[src/rtl/mult_pkg.sv]
`default_nettype none
// ============================================================================
// Module   : mult_pkg
// Brief    : Shared widths, FSM encodings and helpers for the iterative
//            shift-and-add multiplier.
// Revision : 1.0 - initial release
// ============================================================================
package mult_pkg;

  localparam int WIDTH = 32;
  localparam int CNT_W = 5;

  localparam logic [CNT_W-1:0] LAST_ITER = 5'd31;

  typedef enum logic [1:0] {
    IDLE = 2'd0,
    BUSY = 2'd1,
    DONE = 2'd2
  } state_t;

  // The product overflows signed WIDTH bits when its upper half is not a
  // pure sign extension of the lower half.
  function automatic logic prod_overflow(input logic [2*WIDTH-1:0] p);
    return (p[2*WIDTH-1:WIDTH] != {WIDTH{p[WIDTH-1]}});
  endfunction

endpackage
`default_nettype wire

[src/rtl/mult_shift_add_if.sv]
`default_nettype none
// ============================================================================
// Module   : mult_shift_add_if
// Brief    : Operand / start / result bundle between the multdiv control
//            and the multiplier datapath.
// Revision : 1.0 - initial release
// ============================================================================
interface mult_shift_add_if;
  import mult_pkg::*;

  logic [WIDTH-1:0] data_operandA;
  logic [WIDTH-1:0] data_operandB;
  logic             ctrl_MULT;
  logic [WIDTH-1:0] data_result;
  logic             data_exception;
  logic             data_resultRDY;

  modport master (
    output data_operandA, data_operandB, ctrl_MULT,
    input  data_result, data_exception, data_resultRDY
  );

  modport slave (
    input  data_operandA, data_operandB, ctrl_MULT,
    output data_result, data_exception, data_resultRDY
  );

endinterface
`default_nettype wire

[src/rtl/add_sub_33.sv]
`default_nettype none
// ============================================================================
// Module   : add_sub_33
// Brief    : 33-bit adder/subtractor; sub=1 computes a - b. Carry-out is
//            dropped, the result wraps modulo 2^33.
// Revision : 1.0 - initial release
// ============================================================================
module add_sub_33 (
  input  logic [32:0] a,
  input  logic [32:0] b,
  input  logic        sub,
  output logic [32:0] sum
);

  // Two's-complement subtract: invert b and inject the +1 as carry-in.
  assign sum = a + (b ^ {33{sub}}) + {32'd0, sub};

endmodule
`default_nettype wire

[src/rtl/and_32_bits.sv]
`default_nettype none
// ============================================================================
// Module   : and_32_bits
// Brief    : 32-bit bitwise AND gate array.
// Revision : 1.0 - initial release
// ============================================================================
module and_32_bits (
  input  logic [31:0] data_a,
  input  logic [31:0] data_b,
  output logic [31:0] data_out
);

  for (genvar i = 0; i < 32; i++) begin : g_bit
    assign data_out[i] = data_a[i] & data_b[i];
  end

endmodule
`default_nettype wire

[src/rtl/mult_shift_add.sv]
`default_nettype none
// ============================================================================
// Module   : mult_shift_add
// Brief    : Iterative signed 32x32 shift-and-add multiplier. One partial
//            product per cycle, 33-bit accumulator, subtract on the final
//            iteration to weight the multiplier sign bit negatively.
// Revision : 1.0 - initial release
// ============================================================================
module mult_shift_add
  import mult_pkg::*;
(
  input  logic            clock,
  input  logic            reset,
  mult_shift_add_if.slave bus
);

  state_t             r_state;
  state_t             w_next_state;
  logic [CNT_W-1:0]   r_count;
  logic [WIDTH-1:0]   r_a;
  logic [WIDTH:0]     r_hi;
  logic [WIDTH-1:0]   r_lo;
  logic [WIDTH-1:0]   r_result;
  logic               r_exception;
  logic               r_rdy;

  logic [WIDTH-1:0]   w_pp;
  logic [WIDTH:0]     w_sum;
  logic               w_last;
  logic               w_iter;
  logic               w_done;
  logic [2*WIDTH-1:0] w_product;

  assign w_last    = (r_count == LAST_ITER);
  assign w_product = {r_hi[WIDTH-1:0], r_lo};

  // Multiplicand gated by the multiplier bit currently at lo[0].
  and_32_bits u_pp (
    .data_a   (r_a),
    .data_b   ({WIDTH{r_lo[0]}}),
    .data_out (w_pp)
  );

  // Accumulate the sign-extended partial product; subtract on the last step.
  add_sub_33 u_acc (
    .a   (r_hi),
    .b   ({w_pp[WIDTH-1], w_pp}),
    .sub (w_last),
    .sum (w_sum)
  );

  // Next-state decode; a start pulse in any state (re)starts the sequence.
  always_comb begin
    w_next_state = r_state;
    w_iter       = 1'b0;
    w_done       = 1'b0;
    case (r_state)
      IDLE: begin
        if (bus.ctrl_MULT) w_next_state = BUSY;
      end
      BUSY: begin
        if (!bus.ctrl_MULT) begin
          w_iter = 1'b1;
          if (w_last) w_next_state = DONE;
        end
      end
      DONE: begin
        w_done       = 1'b1;
        w_next_state = bus.ctrl_MULT ? BUSY : IDLE;
      end
      default: w_next_state = IDLE;
    endcase
  end

  // State register.
  always_ff @(posedge clock) begin
    if (reset) r_state <= IDLE;
    else       r_state <= w_next_state;
  end

  // Operand latch, shift/accumulate iteration, counter and result registers.
  always_ff @(posedge clock) begin
    if (reset) begin
      r_count     <= '0;
      r_a         <= '0;
      r_hi        <= '0;
      r_lo        <= '0;
      r_result    <= '0;
      r_exception <= 1'b0;
      r_rdy       <= 1'b0;
    end else begin
      r_rdy <= w_done;
      if (w_done) begin
        r_result    <= w_product[WIDTH-1:0];
        r_exception <= prod_overflow(w_product);
      end
      if (bus.ctrl_MULT) begin
        r_a     <= bus.data_operandA;
        r_hi    <= '0;
        r_lo    <= bus.data_operandB;
        r_count <= '0;
      end else if (w_iter) begin
        // Arithmetic shift right of {sum, lo}: sum[32] is replicated.
        r_hi    <= {w_sum[WIDTH], w_sum[WIDTH:1]};
        r_lo    <= {w_sum[0], r_lo[WIDTH-1:1]};
        r_count <= r_count + 1'b1;
      end
    end
  end

  assign bus.data_result    = r_result;
  assign bus.data_exception = r_exception;
  assign bus.data_resultRDY = r_rdy;

endmodule
`default_nettype wire

[src/flat_wrapper.sv]
// flat-port wrapper written by rule: the top's interface ports become plain ports
module mult_shift_add_flat import mult_pkg::*;
  (clock, reset, bus_data_operandA, bus_data_operandB, bus_ctrl_MULT, bus_data_result, bus_data_exception, bus_data_resultRDY);
  mult_shift_add_if bus_i ();
  input  logic clock;
  input  logic reset;
  input wire logic [$bits(bus_i.data_operandA)-1:0] bus_data_operandA;
  input wire logic [$bits(bus_i.data_operandB)-1:0] bus_data_operandB;
  input wire logic [$bits(bus_i.ctrl_MULT)-1:0] bus_ctrl_MULT;
  output wire logic [$bits(bus_i.data_result)-1:0] bus_data_result;
  output wire logic [$bits(bus_i.data_exception)-1:0] bus_data_exception;
  output wire logic [$bits(bus_i.data_resultRDY)-1:0] bus_data_resultRDY;
  assign bus_i.data_operandA = bus_data_operandA;
  assign bus_i.data_operandB = bus_data_operandB;
  assign bus_i.ctrl_MULT = bus_ctrl_MULT;
  assign bus_data_result = bus_i.data_result;
  assign bus_data_exception = bus_i.data_exception;
  assign bus_data_resultRDY = bus_i.data_resultRDY;
  mult_shift_add u_core (.clock(clock), .reset(reset), .bus(bus_i));
endmodule
[config.mk]
export PLATFORM = sky130hd
export DESIGN_NAME = mult_shift_add_flat
export DESIGN_NICKNAME = d
export VERILOG_FILES = /design/src/rtl/mult_pkg.sv /design/src/rtl/mult_shift_add_if.sv /design/src/rtl/add_sub_33.sv /design/src/rtl/and_32_bits.sv /design/src/rtl/mult_shift_add.sv /design/src/flat_wrapper.sv
export SDC_FILE = /design/constraint.sdc
export NUM_CORES = 1
export LEC_CHECK = 0
export BUFFER_PORTS_ARGS = -buffer_cell sky130_fd_sc_hd__clkbuf_2
export CORE_ASPECT_RATIO = 0.5
export CORE_UTILIZATION = 58
export DETAILED_ROUTE_END_ITERATION = 8
export GPL_ROUTABILITY_DRIVEN = 0
export HOLD_SLACK_MARGIN = 0.02
export PLACE_DENSITY = 0.8
export SYNTH_ARGS = -nofsm -noshare
export SYNTH_HDL_FRONTEND = slang
export SYNTH_HIERARCHICAL = 1
export SYNTH_SLANG_ARGS = --single-unit
export TNS_END_PERCENT = 50
[constraint.sdc]
create_clock -name clock -period 3.7 [get_ports clock]
set_input_delay 0.185 -clock clock [delete_from_list [all_inputs] [get_ports clock]]
set_output_delay 0.185 -clock clock [all_outputs]
set_load 0.03 [all_outputs]
**Word level (Yosys, flattened, before mapping)**

Cells that the tools add are included.

- $add $sub $neg: 3
- Reduce and logical (&&, ||, !) cells: 4
- Mux-type cells: 10
- Bitwise gates (word level): 33
- Equality and inequality tests: 7

Operators by type and width:

| cell | count |
|---|---|
| 2-to-1 mux 32 bit | 2 |
| adder 33 x 1 -> 33 bit | 1 |
| adder 33 bit | 1 |
| XOR 33 bit | 1 |
| AND 1 bit | 32 |
| != test 32 bit | 1 |
| 2-to-1 mux 2 bit | 3 |
| != test 2 bit, second input constant | 3 |
| one-hot mux 2 bit (3 select lines) | 1 |
| adder 5 x 1 -> 5 bit, second input constant | 1 |
| == test 5 bit, second input constant | 1 |
| 2-to-1 mux 1 bit | 4 |
| AND reduction 3 bit | 1 |
| == test 2 x 1 -> 1 bit, second input constant | 1 |
| == test 2 bit, second input constant | 1 |
| logical NOT 2 bit | 1 |
| nonzero test 2 bit | 1 |
| OR reduction 2 bit | 1 |

- Input port bits: 67
- Output and inout port bits: 34
- Bits in registers: 137
- Logic and storage cells: 65

**Longest topological paths before layout**

Gate-level depths: netlist of the first run.

- Word-level depth: 6
- Gate-level depth with buffers: 17
- Mapped depth without buffers: 15

**Modules after synthesis**

Netlist of the first run, hierarchy kept.

By module, submodules not included:

| module | times used | cells an instance | area each (um2) | sequential area each (um2) |
|---|---|---|---|---|
| mult_shift_add | 1 | 665 | 5312.6 | 2742.6 |
| add_sub_33 | 1 | 294 | 2089.5 | 0.0 |
| and_32_bits | 1 | 32 | 200.2 | 0.0 |

**Worst setup path before layout of the first run**

Ideal clock, no wire load.

- Kind: flip-flop to flip-flop
- Start point: register u_core.r_count[0]
- End point: register u_core.r_hi[29]
- Arrival time: 3.277 ns
- Path buffers: 3
- Data required time: 3.629 ns
- Slack: 0.353 ns
- Library setup time: 0.071 ns
- Period minus slack after synthesis: 3.347 ns
- Cell stages (with the launch flop): 18
- Path through: dfxtp_1 ha_1 and3_1 ha_1 buf_2 buf_1 xor2_1 ha_1 clkbuf_1 a21o_1 a21o_1 a21oi_1 o21ai_0 a21o_1 a221oi_2 xnor2_1 nand2_1 a21oi_1

- Cells in the longest elaborated chain, start to end: 4

Ends and longest elaborated chain:

| what | line | source |
|---|---|---|
| start: declaration | mult_shift_add.sv:19 | `logic [CNT_W-1:0] r_count;` |
| start signal: assignment | mult_shift_add.sv:106 | `r_count <= r_count + 1'b1;` |
| == test 5 bit * | mult_shift_add.sv:34 | `assign w_last = (r_count == LAST_ITER);` |
| via u_core.w_last | mult_shift_add.sv:29 | `logic w_last;` |
| XOR 33 bit | add_sub_33.sv:16 | `assign sum = a + (b ^ {33{sub}}) + {32'd0, sub};` |
| adder 33 bit | add_sub_33.sv:16 |  |
| adder 33 x 1 -> 33 bit * | add_sub_33.sv:16 |  |
| via u_core.w_sum[30] | mult_shift_add.sv:28 | `logic [WIDTH:0] w_sum;` |
| end signal: assignment | mult_shift_add.sv:104 | `r_hi <= {w_sum[WIDTH], w_sum[WIDTH:1]};` |
| end: declaration | mult_shift_add.sv:21 | `logic [WIDTH:0] r_hi;` |

The timed path passes the listed nets; every way through them passes the cells marked *.
A chain may end at the register's enable or synchronous reset.

**Worst setup path in the final report of the first run**

- Start point: register u_core.r_count[0]
- End point: register u_core/r_hi[31] (netlist name)

- Cells in the longest elaborated chain, start to end: 4

Ends and longest elaborated chain:

| what | line |
|---|---|
| == test 5 bit * | mult_shift_add.sv:34 |
| via u_core.w_last | mult_shift_add.sv:29 |
| XOR 33 bit | add_sub_33.sv:16 |
| adder 33 bit | add_sub_33.sv:16 |
| adder 33 x 1 -> 33 bit * | add_sub_33.sv:16 |
| via u_core.w_sum[32] | mult_shift_add.sv:28 |

Marked as above.

==> results of run 1 <==
## repair_timing
item                                    CTS  global route
resized for setup                         0             3
endpoints found under the setup margin    0             3
hold buffers                             54             0
hold endpoints to repair                 54             0
buffers inserted                          0             0
## worst min-delay path: stages
cell      delay [ps]
clkbuf_2          70
mux2i_1           50
nor2_1           100
## per-layer routing
layer | GRT usage (%) | up-vias | part of all wire (%)
li1 | - | 3604 | -
met1 | 39.7 | 3434 | 43
met2 | 48.3 | 308 | 46
met3 | 7.09 | 51 | 7.8
met4 | 11.7 | 0 | 2.6
met5 | 0 | - | 0
## logic make-up after synthesis
group	count (synthesis)	synth area share (%)
AOI/OAI and AO/OA	231	18.5
xor gates and xnor gates	67	7.72
adders and majority gates	34	5.69
buffers and inverters	69	3.75
DFF	137	36.1
muxes	33	4.39
and+or+nand+nor	420	23.8
## cell type report
| class | count | area [um2] | share of cell area [%] |
|---|---|---|---|
| multi-input combinational | 785 | 4600 | 49.4 |
| timing repair buffer | 165 | 1130 | 12.1 |
| tap | 170 | 213 | 2.28 |
| clock buffer | 20 | 467 | 5.01 |
| sequential | 137 | 2740 | 29.5 |
| inverter | 9 | 33.8 | 0.363 |
| clock inverter | 12 | 126 | 1.36 |
## flip-flops by register name, summed over array words and instances (netlist names)
| register | flops |
|---|---|
| u_core/bus.data_exception | 1 |
| u_core/bus.data_result | 32 |
| u_core/bus.data_resultRDY | 1 |
| u_core/r_a | 32 |
| u_core/r_count | 5 |
| u_core/r_hi | 32 |
| u_core/r_lo | 32 |
| u_core/r_state | 2 |
## cells in the final DEF, fill, tap and decap left out, types with 32 or more instances in the layout
master	n
a21o_1	44
xor2_1	49
dlygate4sd3_1	54
ha_1	32
nand2_1	264
clkbuf_2	98
nor2_1	64
dfxtp_1	137
and2_1	33
a21oi_1	130
mux2i_1	32
## stage by stage
stage	std cells	power (W)	hold WS, ps	utilization, %	worst slack [ps]
global placement	1212	0.00182	420	64.1	386
floorplan	991	0.00175	330	-	353
detailed placement	1212	0.00183	423	64.1	297
finish	1298	0.00356	35.1	73.1	187
CTS	1298	0.00357	20.4	73.0	216
global route	1298	0.00368	50.5	73.1	5.90
## power by group through the flow
stage / Sequential, W / Clock [W] / Combinational (W)
after global placement: 0.00158 / 0 / 0.000242
after floorplan: 0.00157 / 0 / 0.000174
after detailed placement: 0.00158 / 0 / 0.000246
after CTS: 0.00155 / 0.00173 / 0.000292
after global routing: 0.00156 / 0.00180 / 0.000330
final: 0.00155 / 0.00171 / 0.000300
## worst min-delay path by stage
stage / start / to / slack, ps / cells after the start
after global routing: bus_data_operandA[24] / u_core/r_a[24] / 50 / 3
after global placement: bus_data_operandA[2] / u_core/r_a[2] / 420 / 3
final: bus_data_operandA[27] / u_core/r_a[27] / 40 / 3
after detailed placement: bus_data_operandB[31] / u_core/r_lo[31] / 420 / 3
after floorplan: bus_data_operandB[0] / u_core/r_lo[0] / 330 / 2
after CTS: bus_data_operandA[30] / u_core/r_a[30] / 20 / 3
==> flow_summary.json, run 1 <==
{
  "setup_viol": 0,
  "power_leakage_nw": 4.12,
  "r2r_setup_slack_ps": 190,
  "r2r-end": "u_core/r_hi[31]",
  "hpwl_um": 12700,
  "grt_pass1_vias": 6819,
  "synthesis.nets": 1092,
  "root_buffer": "clkbuf_16",
  "viasPerCell": 5.70,
  "grt_first_pass_wirelength_um": 32900,
  "fill_cells": 939,
  "r2r_cells": 15,
  "wirelength_um": 20100,
  "pin_count": 101,
  "overflow": 0,
  "design.die.area_mm2": 0.0136,
  "switchingPower_w": 0.000903,
  "drtPass1Iterations": 7,
  "crit_chain": "ha_1 > and3_1 > ha_2 > buf_4 > xor2_1 > ha_1 > nor2b_1 > o2111ai_1 > a31oi_1 > o21ai_1 > o311ai_2 > a311oi_1 > xnor2_1 > nand2_1 > a21oi_1",
  "synth_seq_area_share_pct": 36.1,
  "power_frac_clock_pct": 48.0,
  "cp-end-kind": "register",
  "max_freq_ghz": 0.285,
  "ir_drop_v": 0.000247,
  "antenna_cells": 0,
  "drc_errors": 0,
  "path_clk_slew_ps": 60,
  "status": "finished, final reports clean",
  "p_per_area_mw_per_mm2": 382,
  "crit_path_max_fanout": 13,
  "tritoncts": "yes",
  "synthArstFlopShare_pct": 0,
  "stdcell_area_mm2": 0.00931,
  "synth_area_mm2": 0.00760,
  "cp_common_cell": "ha_1",
  "ant_nets": 0,
  "syn_to_final_growth_pct": 22.5,
  "endpoint": "u_core/r_hi[31]",
  "syn_area_per_cell_um2": 7.67,
  "path_buf_inv": 1,
  "final_nets": 1216,
  "synth_area_leader_cell": "dfxtp_1",
  "critical_path_depth": 15,
  "p_seq_share_pct": 43.6,
  "rows": 29,
  "clk_latency_ps": 420,
  "synth-seq-cells": 137,
  "rsz0062_at_grt": "no",
  "core-area_mm2": 0.0127,
  "switching_share_pct": 25.4,
  "max_cap_violations": 0,
  "dpl_cell_area_mm2": 0.00816,
  "drv_slew": 0,
  "clk_path_buf_depth": 2,
  "synth_commonest_cells": "264 x nand2_1, 137 x dfxtp_1, 130 x a21oi_1",
  "grt_max_degree": 67,
  "slew_headroom_pct": 30.6,
  "drive_gt1_share_pct": 14.4,
  "initial_utilization_pct": 59.7,
  "wire_per_inst_um": 15.5,
  "die-width_um": 164,
  "cts_made_buffers": 17,
  "synth_edf_count": 0,
  "finalHoldViolCount": 0,
  "dr.first_iter.drc_count": 741,
  "yosysUniqueCellTypes": 54,
  "critPathMaxStageDelay_ps": 370,
  "crit_start": "u_core/r_count[0]",
  "synth_warnings": 6,
  "required_ps": 4050,
  "fin_setup_tns_ps": 0,
  "crit_slowest_cell": "dfxtp_1",
  "tightest_slew_ps": 1040,
  "synthFlopType": "dfxtp_1",
  "critical_path_class": "reg2reg",
  "synth_area_leaders": "dfxtp_1 36%, nand2_1 13%, a21oi_1 8.6%",
  "cp_top_family": "compound AO/OA/AOI/OAI gates",
  "arrival_ps": 3860,
  "finalClockSkew_ps": 7.48,
  "p_comb_share_pct": 8.4,
  "min_path_type": "in2reg",
  "yosysMostFrequentCell": "nand2_1",
  "grt_use_total_pct": 30.3,
  "start_kind": "register",
  "r2r-start": "u_core/r_count[0]",
  "die_h_um": 83.0,
  "cts.sinks": 137,
  "intPower_w": 0.00266,
  "timing.final.crit_share_pct": 94.9,
  "min_period_ps": 3510,
  "htree_levels": 4,
  "synth_top_area_share_pct": 36.1,
  "netlist_instances": 991,
  "portBuffers": 100,
  "via_count": 7397,
  "antenna_found_initial": 0
}
Note: power is estimated with default switching activity, not from simulation.
==> run 2: changes to the inputs <==
--- a/config.mk
+++ b/config.mk
@@ -6,11 +6,11 @@
 export NUM_CORES = 1
 export LEC_CHECK = 0
 export BUFFER_PORTS_ARGS = -buffer_cell sky130_fd_sc_hd__clkbuf_2
-export CORE_ASPECT_RATIO = 0.5
 export CORE_UTILIZATION = 58
 export DETAILED_ROUTE_END_ITERATION = 8
 export GPL_ROUTABILITY_DRIVEN = 0
 export HOLD_SLACK_MARGIN = 0.02
+export MAX_ROUTING_LAYER = met4
 export PLACE_DENSITY = 0.8
 export SYNTH_ARGS = -nofsm -noshare
 export SYNTH_HDL_FRONTEND = slang
==> run 2 against run 1 <==
Effect of this change:
- die area decreased by 0.21%
- non-clock buffer count increased by 4
- clock skew grew 1.6 ps
- final area increased by 0.64%
- critical endpoint unchanged
- largest power group unchanged
- highest routed layer unchanged
==> flow_summary.json, run 2 (synthesis gave the netlist of run 1 again) <==
{
  "status": "finished, final reports clean",
  "fill_cells": 1029,
  "drive_gt1_share_pct": 13.9,
  "fin_setup_tns_ps": 0,
  "syn_to_final_growth_pct": 23.3,
  "htree_levels": 4,
  "clk_path_buf_depth": 2,
  "min_path_type": "in2reg",
  "via_count": 7268,
  "ant_nets": 0,
  "switching_share_pct": 23.6,
  "portBuffers": 100,
  "grt_pass1_vias": 6940,
  "critical_path_class": "reg2reg",
  "timing.final.crit_share_pct": 93.2,
  "antenna_found_initial": 0,
  "root_buffer": "clkbuf_16",
  "die_h_um": 116,
  "tightest_slew_ps": 933,
  "wire_per_inst_um": 14.9,
  "path_clk_slew_ps": 60,
  "final_cell_mix": "264 x nand2_1, 137 x dfxtp_1, 130 x a21oi_1",
  "fin_cells": 1304,
  "cts_made_buffers": 17,
  "design.die.area_mm2": 0.0136,
  "hpwl_um": 12200,
  "drv_slew": 0,
  "die-width_um": 116,
  "rows": 41,
  "dr.first_iter.drc_count": 542,
  "placedCellCount": 1214,
  "arrival_ps": 3790,
  "wirelength_um": 19400,
  "required_ps": 4040,
  "clk_latency_ps": 420,
  "rsz0062_at_grt": "yes",
  "min_period_ps": 3450,
  "cts.sinks": 137,
  "intPower_w": 0.00274,
  "crit_slowest_cell": "fa_1",
  "finalClockSkew_ps": 9.06,
  "final_common_cell": "nand2_1",
  "power_frac_clock_pct": 48.3,
  "drtPass1Iterations": 7,
  "power_leakage_nw": 4.15,
  "antenna_cells": 0,
  "start_kind": "register",
  "slew_headroom_pct": 37.8,
  "overflow": 0,
  "crit_path_max_fanout": 21,
  "finalHoldViolCount": 0,
  "cp-end-kind": "register",
  "core-area_mm2": 0.0127,
  "pin_count": 101,
  "worst_slack_ps": 251,
  "grt_use_total_pct": 31.0,
  "critPathMaxStageDelay_ps": 430,
  "final_nets": 1220,
  "dp_slack_ps": 309,
  "tritoncts": "yes",
  "grt_max_degree": 54,
  "max_freq_ghz": 0.290,
  "holdWs_ps": 36.1,
  "max_cap_violations": 0,
  "viasPerCell": 5.57,
  "cts_resized": 0,
  "initial_utilization_pct": 59.8,
  "p_seq_share_pct": 43.2,
  "p_per_area_mw_per_mm2": 383,
  "drc_errors": 0,
  "ir_drop_v": 0.000499,
  "crit_chain": "ha_1 > and3_1 > ha_2 > buf_12 > mux2i_2 > fa_1 > nor2b_1 > o2111ai_1 > a31oi_1 > o21ai_1 > o311ai_2 > a311oi_1 > xnor2_1 > nand2_1 > a21oi_1",
  "p_comb_share_pct": 8.5,
  "grt_first_pass_wirelength_um": 31800,
  "switchingPower_w": 0.000847,
  "post_cts_buffers": 0,
  "setup_viol": 0
}
## run 2: worst max-delay path: cells and delay by family, from the launching register on
family / cells / cell delay, ps
and+or+nand+nor: 3 / 390
xor gates and xnor gates: 1 / 160
muxes: 1 / 140
adders and majority gates: 3 / 840
DFF: 1 / 380
AOI/OAI and AO/OA: 6 / 1280
buffers and inverters: 1 / 200
## run 2: layout make-up
| cell class | count | area (um2) | share of cell area, % |
|---|---|---|---|
| multi-input cells | 785 | 4590 | 49.0 |
| clock buffers | 22 | 454 | 4.85 |
| inverters | 9 | 33.8 | 0.360 |
| flip-flops and latches | 137 | 2740 | 29.3 |
| well taps | 172 | 215 | 2.30 |
| repair buffers | 169 | 1190 | 12.7 |
| clock inverters | 10 | 144 | 1.54 |
## run 2: timing repair
action                     4_1_cts  5_1_grt
hold buffers                    58        0
hold endpoints to repair        58        0
setup endpoints to repair        0        2
## run 2: layer usage
layer | wire length, um | up-vias | part of all wire [%] | GRT usage (%)
met5 | 0 | - | 0 | -
met4 | 494 | 0 | 2.5 | 13.1
met3 | 1010 | 47 | 5.2 | 7.21
met2 | 9400 | 226 | 48 | 49.9
met1 | 8540 | 3383 | 44 | 37.3
li1 | - | 3612 | - | -
## run 2: path summary, 6_finish.rpt
path,from,end,slack [ps],cells after the start
worst max-delay path,u_core/r_count[0],u_core/r_hi[31],250,15
worst min-delay path,bus_data_operandA[31],u_core/r_a[31],40,3
worst max register to register,u_core/r_count[0],u_core/r_hi[31],250,15
worst min register to register,u_core/bus.data_result[19],u_core/bus.data_result[19],460,2
## run 2: per-stage QoR
stage	utilization, %	area (um2)	total power, W
2_1_floorplan	-	7600	0.00175
3_3_place_gp	64.4	8190	0.00182
3_5_place_dp	64.4	8190	0.00183
4_1_cts	73.7	9370	0.00360
5_1_grt	73.7	9370	0.00370
6_report	73.7	9370	0.00359
## run 2: power by group through the flow
stage	clock network (W)	logic [W]	registers, W
floorplan	0	0.000174	0.00157
global placement	0	0.000245	0.00158
detailed placement	0	0.000249	0.00158
finish	0.00174	0.000304	0.00155
CTS	0.00175	0.000299	0.00155
global route	0.00181	0.000336	0.00156
==> run 3: changes to the inputs <==
--- a/config.mk
+++ b/config.mk
@@ -6,14 +6,12 @@
 export NUM_CORES = 1
 export LEC_CHECK = 0
 export BUFFER_PORTS_ARGS = -buffer_cell sky130_fd_sc_hd__clkbuf_2
-export CORE_UTILIZATION = 58
+export CORE_UTILIZATION = 42
 export DETAILED_ROUTE_END_ITERATION = 8
 export GPL_ROUTABILITY_DRIVEN = 0
 export HOLD_SLACK_MARGIN = 0.02
 export MAX_ROUTING_LAYER = met4
-export PLACE_DENSITY = 0.8
 export SYNTH_ARGS = -nofsm -noshare
 export SYNTH_HDL_FRONTEND = slang
 export SYNTH_HIERARCHICAL = 1
 export SYNTH_SLANG_ARGS = --single-unit
-export TNS_END_PERCENT = 50
==> run 3 against run 2 <==
Effect of this change:
- non-clock buffer count increased by 9
- routed wire length rose by 0.83%
- worst hold slack worse by 7.1 ps
- core utilization is 19 points lower
- highest routed layer unchanged
- largest cell class unchanged
- count of clock-buffer cells in the layout is 1 lower
- die area grew 37%
- cell count up 4.7%
==> flow_summary.json, run 3 (synthesis gave the netlist of run 1 again) <==
{
  "max_freq_ghz": 0.289,
  "timing.final.crit_share_pct": 93.5,
  "die_h_um": 137,
  "clk_path_buf_depth": 2,
  "cts.sinks": 137,
  "grt_first_pass_wirelength_um": 32000,
  "setup_viol": 0,
  "crit_start": "u_core/r_count[0]",
  "dr.first_iter.drc_count": 500,
  "tightest_slew_ps": 1090,
  "clk_latency_ps": 420,
  "cts_made_buffers": 17,
  "finalHoldViolCount": 0,
  "cp-end-kind": "register",
  "cp_top_family": "compound AO/OA/AOI/OAI gates",
  "wire_per_inst_um": 14.4,
  "min_path_type": "in2reg",
  "grt_max_degree": 60,
  "rsz0062_at_grt": "no",
  "min_period_ps": 3460,
  "critical_path_class": "reg2reg",
  "hpwl_um": 13100,
  "die-width_um": 137,
  "dp_slack_ps": 159,
  "crit_slowest_cell": "fa_1",
  "fin_setup_tns_ps": 0,
  "path_buf_inv": 1,
  "finalClockSkew_ps": 8.92,
  "status": "finished, final reports clean",
  "r2r-start": "u_core/r_count[0]",
  "antenna_found_initial": 0,
  "path_clk_slew_ps": 60,
  "rows": 48,
  "antenna_cells": 0,
  "drc_errors": 0,
  "critical_path_depth": 15,
  "slew_headroom_pct": 26.9,
  "final_nets": 1229,
  "ant_nets": 0,
  "design.die.area_mm2": 0.0186,
  "grt_pass1_vias": 6642,
  "crit_path_max_fanout": 9,
  "power_leakage_nw": 4.18,
  "initial_utilization_pct": 43.5,
  "max_cap_violations": 0,
  "via_count": 7001,
  "start_kind": "register",
  "portBuffers": 100,
  "final_cell_mix": "264 x nand2_1, 137 x dfxtp_1, 130 x a21oi_1",
  "syn_to_final_growth_pct": 24.9,
  "tritoncts": "yes",
  "crit_chain": "ha_1 > and3_1 > ha_4 > xor2_1 > inv_1 > fa_1 > nor2b_1 > o2111ai_1 > a31oi_1 > o21ai_1 > o311ai_2 > a311oi_1 > xnor2_1 > nand2_1 > a21oi_1",
  "worst_slack_ps": 240,
  "overflow": 0,
  "drive_gt1_share_pct": 14.2,
  "htree_levels": 4,
  "ir_drop_v": 0.000338,
  "arrival_ps": 3820,
  "pin_count": 101,
  "hold_depth": 3,
  "required_ps": 4060,
  "r2r_cells": 15,
  "p_per_area_mw_per_mm2": 376,
  "drv_slew": 0,
  "viasPerCell": 5.13,
  "core-area_mm2": 0.0175,
  "wirelength_um": 19600,
  "post_cts_buffers": 0,
  "critPathMaxStageDelay_ps": 420,
  "final_common_cell": "nand2_1",
  "root_buffer": "clkbuf_16",
  "drtPass1Iterations": 5,
  "min_from": "bus_data_operandB[7]",
  "grt_use_total_pct": 22.3
}
==> run 3: changes by cell type in the layout (fill, tap and decap cells not counted), sizes merged <==
cell	previous run	this run
dlygate4sd3	58	63
buf	13	17
bufinv	3	2
clkbuf	120	119
clkinv	6	5
clkinvlp	0	1
inv	10	11
==> run 3: final timing paths <==
| kind | to | slack (ps) |
|---|---|---|
| max reg2reg | u_core/r_hi[31] | 240 |
| max | u_core/r_hi[31] | 240 |
| min | u_core/r_lo[7] | 30 |
| min reg2reg | u_core/bus.data_result[30] | 450 |
==> run 3: worst register-to-register path, cell delays in order, from the launching register on <==
cell and delay, ps:
dfxtp_1 370, ha_1 170, and3_1 210, ha_4 240, xor2_1 220, inv_1 80
fa_1 420, nor2b_1 190, o2111ai_1 160, a31oi_1 250, o21ai_1 190, o311ai_2 360
a311oi_1 180, xnor2_1 170, nand2_1 70, a21oi_1 110
==> run 3: layout make-up <==
| type | count | area [um2] |
|---|---|---|
| fill | 1681 | 7980 |
| multi-input combinational | 785 | 4600 |
| inverter | 9 | 33.8 |
| sequential | 137 | 2740 |
| clock buffer | 21 | 470 |
| timing repair buffer | 178 | 1250 |
| clock inverter | 10 | 118 |
| tap | 225 | 282 |
==> run 3: stage by stage <==
step	hold WS, ps	std cells	instance area (um2)	util, %	total power, W
after floorplan	330	991	7600	-	0.00175
after global placement	419	1271	8270	47.3	0.00183
after detailed placement	421	1271	8270	47.3	0.00184
after CTS	20.8	1364	9470	54.2	0.00360
after global routing	53.4	1365	9500	54.3	0.00371
final	29.0	1365	9500	54.3	0.00357
==> run 3: per-layer routing <==
layer / GRT usage (%) / vias to the layer above / wire (um)
met2: 36.1 / 142 / 9220
met5: - / - / 0
met1: 27.6 / 3214 / 9500
met4: 7.04 / 0 / 244
met3: 4.74 / 15 / 640
li1: - / 3630 / -
==> run 3: repair_timing <==
action,CTS,global route
endpoints found under the setup margin,0,10
hold endpoints to repair,62,1
gates resized for setup,0,2
hold buffers,62,1
==> run 3: report_power, final <==
group,switching [W],internal [W]
Clock,0.000670,0.00104
Combinational,0.000161,0.000144
Sequential,0.0000301,0.00152
